--- config.mk ---
export PLATFORM = sky130hd
export DESIGN_NAME = fetch_queue_unit
export DESIGN_NICKNAME = d
export VERILOG_FILES = /design/src/rtl/fetch_queue_unit.sv
export SDC_FILE = /design/constraint.sdc
export NUM_CORES = 1
export LEC_CHECK = 0
export CAP_MARGIN = 20
export CORE_ASPECT_RATIO = 1.4
export CORE_MARGIN = 1.5
export CORE_UTILIZATION = 25
export CTS_CLUSTER_DIAMETER = 50
export DETAILED_ROUTE_END_ITERATION = 10
export HOLD_SLACK_MARGIN = 0.03
export PLACE_DENSITY = 0.45
export SYNTH_ARGS = -nofsm -noshare
export SYNTH_HDL_FRONTEND = slang
export SYNTH_SLANG_ARGS = --single-unit
--- constraint.sdc ---
create_clock -name clk -period 3.3 [get_ports clk]
set_input_delay 0.66 -clock clk [delete_from_list [all_inputs] [get_ports clk]]
set_output_delay 0.66 -clock clk [all_outputs]
set_load 0.02 [all_outputs]
--- src/rtl/fetch_queue_unit.sv ---
// fetch_queue_unit: instruction prefetch queue.
// A fetch PC drives a combinational instruction memory. Each fetched
// {pc, instr} pair is pushed into a circular buffer that feeds decode.
// Redirects flush the queue and restart fetch at an aligned target.
//
// Handshake: the head entry transfers to decode on a rising edge where
// out_valid and out_ready are both high. out_valid does not depend on
// out_ready, and the queue never withdraws a presented entry except on
// redirect or reset.
module fetch_queue_unit #(
  parameter int              XLEN      = 32,
  parameter int              DEPTH     = 4,
  parameter logic [XLEN-1:0] RESET_PC  = 32'h0000_0000,
  parameter logic [XLEN-1:0] NOP_INSTR = 32'h0000_0013
) (
  input  logic                     clk,
  input  logic                     reset,
  input  logic                     redirect_valid,
  input  logic [XLEN-1:0]          redirect_pc,
  input  logic                     kill,
  output logic [XLEN-1:0]          imem_addr,
  input  logic [XLEN-1:0]          imem_rdata,
  output logic                     out_valid,
  input  logic                     out_ready,
  output logic [XLEN-1:0]          out_instr,
  output logic [XLEN-1:0]          out_pc,
  output logic [$clog2(DEPTH):0]   occupancy
);

  localparam int PW = $clog2(DEPTH);
  localparam int CW = PW + 1;
  localparam logic [CW-1:0] DEPTH_C = CW'(DEPTH);

  logic [XLEN-1:0] fpc_q, fpc_d;
  logic [PW-1:0]   rd_ptr_q, rd_ptr_d;
  logic [PW-1:0]   wr_ptr_q, wr_ptr_d;
  logic [CW-1:0]   count_q, count_d;

  // Entry storage; contents are only meaningful below count_q, so no reset.
  logic [XLEN-1:0] pc_mem_q    [DEPTH];
  logic [XLEN-1:0] instr_mem_q [DEPTH];

  logic full;
  logic push;
  logic pop;

  // Handshake qualifiers; redirect suppresses both push and pop.
  always_comb begin
    full      = (count_q == DEPTH_C);
    out_valid = (count_q != '0) && !redirect_valid;
    pop       = out_valid && out_ready;
    push      = !redirect_valid && (!full || pop);
  end

  // Next-state for fetch PC, pointers and occupancy count.
  always_comb begin
    fpc_d    = fpc_q;
    rd_ptr_d = rd_ptr_q;
    wr_ptr_d = wr_ptr_q;
    count_d  = count_q;
    if (redirect_valid) begin
      fpc_d    = {redirect_pc[XLEN-1:2], 2'b00};
      rd_ptr_d = '0;
      wr_ptr_d = '0;
      count_d  = '0;
    end else begin
      if (push) begin
        fpc_d    = fpc_q + XLEN'(4);
        wr_ptr_d = wr_ptr_q + PW'(1);
      end
      if (pop) begin
        rd_ptr_d = rd_ptr_q + PW'(1);
      end
      if (push && !pop) begin
        count_d = count_q + CW'(1);
      end else if (pop && !push) begin
        count_d = count_q - CW'(1);
      end
    end
  end

  // Control state with asynchronous reset.
  always_ff @(posedge clk or posedge reset) begin
    if (reset) begin
      fpc_q    <= RESET_PC;
      rd_ptr_q <= '0;
      wr_ptr_q <= '0;
      count_q  <= '0;
    end else begin
      fpc_q    <= fpc_d;
      rd_ptr_q <= rd_ptr_d;
      wr_ptr_q <= wr_ptr_d;
      count_q  <= count_d;
    end
  end

  // Write the fetched pair into the tail slot on push.
  always_ff @(posedge clk) begin
    if (push) begin
      pc_mem_q[wr_ptr_q]    <= fpc_q;
      instr_mem_q[wr_ptr_q] <= imem_rdata;
    end
  end

  // Head presentation; kill only masks the instruction word.
  always_comb begin
    imem_addr = fpc_q;
    occupancy = count_q;
    out_pc    = pc_mem_q[rd_ptr_q];
    out_instr = kill ? NOP_INSTR : instr_mem_q[rd_ptr_q];
  end

endmodule
## Word level (Yosys, flattened, before mapping)

Memory sizes are Yosys's and may differ from the RTL's.
Index checks and enable logic that the tools add are counted.

- Bits of input ports: 69
- RAM bits: 256
- Flip-flop bits (word level): 39
- Word-level logic and storage cells: 38
- Memories: 2

- Eq/ne operators: 1
- Add/subtract/negate cells: 5
- Reduce and logical (&&, ||, !) cells: 14
- Muxes and demuxes: 12

Memories:

| name | depth | width | read ports | clocked after Yosys merged registers in | write ports | line | RTL |
|---|---|---|---|---|---|---|---|
| instr_mem_q | 4 | 32 | 1 | 0 | 1 | 41 | `logic [XLEN-1:0] instr_mem_q [DEPTH];` |
| pc_mem_q | 4 | 32 | 1 | 0 | 1 | 40 | `logic [XLEN-1:0] pc_mem_q [DEPTH];` |

Operators by type and width:

| kind | count |
|---|---|
| $mux 32 | 3 |
| $add 32x3->32 const B | 1 |
| $mux 3 | 3 |
| $mux 2 | 4 |
| $reduce_bool 3->1 | 2 |
| $logic_and 1x1->1 | 5 |
| $add 2x1->2 const B | 2 |
| $logic_not 1->1 | 4 |
| $reduce_bool 2->1 | 2 |
| $add 3x1->3 const B | 1 |
| $eq 3x3->1 const B | 1 |
| $sub 3x1->3 const B | 1 |
| $mux 1 | 2 |
| $logic_or 1x1->1 | 1 |

## Depth between registers and ports, before layout

- Word-level depth: 10
- Gate-level depth with buffers: 8
- Mapped depth without buffers: 7

## Worst setup path before layout

No wires, ideal clock.

- Path type: input to register
- From: in redirect_valid
- To: mem instr_mem_q[0][0] (enable)
- Cell stages on the path: 4
- Data required time: 2.873 ns
- Data arrival time: 2.758 ns
- Slack: 0.115 ns
- Cells stage by stage: clkbuf_1 -> inv_1 -> clkbuf_1 -> and3_1

- Cells in the longest elaborated chain, start to end: 7

Ends and longest elaborated chain:

| element | line | RTL |
|---|---|---|
| from (decl) | 18 | `input logic redirect_valid,` |
| $logic_not 1->1 (*) | 50, 52 |  |
| $logic_and 1x1->1 | 50 | `out_valid = (count_q != '0) && !redirect_valid;` |
| $logic_and 1x1->1 | 51 | `pop = out_valid && out_ready;` |
| $logic_or 1x1->1 | 52 | `push = !redirect_valid && (!full \|\| pop);` |
| $logic_and 1x1->1 (*) | 52 |  |
| $mux 1 (*) | 99 | `if (push) begin` |
| $mux 1 (not written as such) (*) | 101 | `instr_mem_q[wr_ptr_q] <= imem_rdata;` |
| to (decl) | 41 |  |

Mark *: on every way between the ends. The rest lies on a longest branch, timed or not.

## Final worst setup path

- From: reg rd_ptr_q[0]
- To: out out_instr[24]

- Cells in the longest elaborated chain, start to end: 2

Ends and longest elaborated chain:

| element | line | RTL |
|---|---|---|
| from (decl) | 35 | `logic [PW-1:0] rd_ptr_q, rd_ptr_d;` |
| from (signal assigned) | 91 | `rd_ptr_q <= rd_ptr_d;` |
| $mem_v2 4x32 | -- |  |
| $mux 32 | 110 | `out_instr = kill ? NOP_INSTR : instr_mem_q[rd_ptr_q];` |
| to (decl) | 25 | `output logic [XLEN-1:0] out_instr,` |

Every way passes these cells.

==> impl_metrics.toml <==
[sta]
skew_ns = 0.0197
max_freq_ghz = 0.316
fin_crit_ns = 3.16
slew_violations = 0
setup_tns_ns = 0
fin_hold_ws_ns = 0.547
rsz0062_at_grt = "no"
fin_ws_ns = 0.140
hold_viol = 0
worst_slew_pin_slew_ns = 0.673
setup_viol = 0
min_period_over_period_pct = 95.8
max-slew-margin-rel_pct = 55.1

[clocking]
cts_buffers = 34
cts_buffer_depth = 3
htree_levels = 2
cts.sinks = 285
clock_latency_ns = 0.51
cts-hold-fix-buffers = 0
cts_root_buffer = "clkbuf_16"
clk_transition_reported_paths_ns = 0.06
tritoncts = "yes"

[die]
start_util_pct = 25.4
die_h_um = 257
row_count = 92
io_pins = 169
die-area_sq_um = 47300
die_w_um = 184
core_sq_um = 45200

[drt]
wl_mm = 29.5
wl_per_cell_um = 20.1
dr.pass1.iters = 4
vias = 6569
antenna_left = 0
viasPerCell = 4.49
post-route-drc-count = 0
drt_iter0_markers = 345

[finish]
syn_to_final_growth_pct = 33.2
multi_input_area_sq_um = 2980
fin_area_sq_um = 15300
nFillCells = 4339
regArea_sq_um = 8380
nNetsFinal = 906
diodes = 0
drive_gt1_share_pct = 18.1
fin_util_pct = 33.9

[power_and_ir_drop]
switchingPower_uw = 3180
combPwrFrac_pct = 25.2
power.density_nw_per_um2 = 753
p_int_uw = 8360
power_frac_clock_pct = 33.2
ir_worst_vdd_v = 0.000341
power.leakage_uw = 0.00502
p_sw_share_pct = 27.5
pwr-share-seq_pct = 41.5

[synthesis]
synth_edf_count = 248
synth.largest_area_cell = "edfxtp_1"
synthArstFlopShare_pct = 13.0
seq_area_frac_synth_pct = 72.8
ys_seq_elements = 285
yosysMostFrequentCell = "edfxtp_1"
synth_top_area_share_pct = 64.7
synth.area.top_cells = "edfxtp_1 65%, mux4_2 12%, dfrtp_1 8.0%, nor2b_1 1.7%, or4_1 1.2%"
ys_warn_count = 0
synthCells = 631
synth_common_cells = "248 x edfxtp_1, 62 x mux4_2, 37 x dfrtp_1, 32 x nor2b_1"
syn_area_sq_um = 11500
synth_top_flop_cell = "edfxtp_1"
ys_types = 47
syn_area_per_cell_sq_um = 18.2

[grt]
grt_overflow = 0
antenna_found_initial = 0
first_global_vias = 7080
grt_pass1_wl_mm = 44.8
track_usage_pct = 12.8
grt_max_degree = 63

[setup_path]
slowest_stage = "clkdlybuf4s50_1"
cp.arrival_ns = 2.50
cp_cell_sequence = "buf_6, mux4_2, nor2b_1, clkdlybuf4s50_1"
slowest_delay_ns = 0.56
cp_max_fo = 9
worstSetupPathType = "reg -> out"
crit_required_ns = 2.64
endpoint_kind = "primary output"
path_buf_inv = 2
cp_top_family = "buffers and inverters"
worstSetupStartpointType = "flop"

[placed_design]
port_buffers = 162
gp_congestion = 0.730
dpl.hpwl_mm = 19.3
pre_cts_slack_ns = 0.360
dpl-instance-area_sq_um = 14100

[outcome]
status = "finished, final reports clean"

[run]
cap_violations = 0

[hold_path]
min-delay-path-class = "in -> async"
flip-flops by register name, indices dropped and copies added, names as in the netlist:
signal and cells:
wr_ptr_q 2, rd_ptr_q 2, pc_mem_q 120, imem_addr 30
occupancy 3, instr_mem_q 128
layer usage:
metal / global-route usage [%] / routed length, um / vias up
met1: 15.4 / 12100 / 3382
met4: 4.78 / 798 / 0
met3: 2.57 / 1400 / 51
li1: - / - / 2954
met5: 0 / 0 / -
met2: 22.2 / 15100 / 182
worst paths after layout:
kind | from | endpoint | slack (ns) | cells after the start
max in group asynchronous | reset | imem_addr[17] | 2.10 | 3
setup reg to reg | occupancy[2] | occupancy[1] | 0.94 | 7
min in group clk | wr_ptr_q[1] | wr_ptr_q[1] | 0.57 | 2
setup / recovery | rd_ptr_q[0] | out_instr[24] | 0.14 | 4
hold / removal | reset | imem_addr[7] | 0.55 | 2
hold reg to reg | wr_ptr_q[1] | wr_ptr_q[1] | 0.57 | 2
area by class of cell:
type	instances	area share, %
clock buffer	45	6.24
clock inverter	12	1.26
inverter	9	0.220
multi-input combinational	309	19.5
sequential	285	54.7
tap	611	4.99
timing repair buffer	192	13.1
power groups by stage:
stage / sequential, uW / combinational, uW / clock [uW]
6_report: 4790 / 2910 / 3840
3_5_place_dp: 4890 / 2980 / 0
5_1_grt: 4850 / 3150 / 4080
2_1_floorplan: 4810 / 1630 / 0
3_3_place_gp: 4870 / 2970 / 0
4_1_cts: 4810 / 3000 / 3960
repair_timing:
action | in CTS | in global routing
resized for setup | 3 | 10
setup endpoints to repair | 18 | 17
buffers inserted | 1 | 1
logic make-up (layout without fill, tap and decap cells):
logic type                 count (synthesis)  count (layout)  synth area share (%)
other                                      1               4                0.0326
xor gates and xnor gates                  11              11                 0.837
DFF                                      285             285                  72.8
muxes                                     65              65                  12.4
adders and majority gates                  6               6                 0.718
buffers and inverters                     40             258                  1.59
AOI/OAI and AO/OA                         69              69                  4.03
and+or+nand+nor                          154             154                  7.60
stage by stage:
step	cells	total power (uW)
final	1463	11500
after detailed placement	1404	7870
after global placement	1404	7840
after floorplan	634	6430
after CTS	1462	11800
after global routing	1463	12100
cells in the final DEF, fill, tap and decap left out, types with 5 or more instances in the layout:
cell,instances
o31ai_1,13
dfrtp_1,35
o21ai_0,17
buf_4,17
bufinv_16,5
nor2_1,24
and4_1,6
nand2_1,24
dlymetal6s2s_1,7
a31oi_1,17
inv_1,9
clkdlybuf4s50_1,152
nand4_1,10
nor2b_1,32
clkbuf_16,37
xnor2_1,8
mux4_2,62
nand3_1,11
clkbuf_1,8
or3_1,5
buf_12,10
or4_1,18
ha_1,5
edfxtp_1,248
Power figures use the tool's default switching activity.
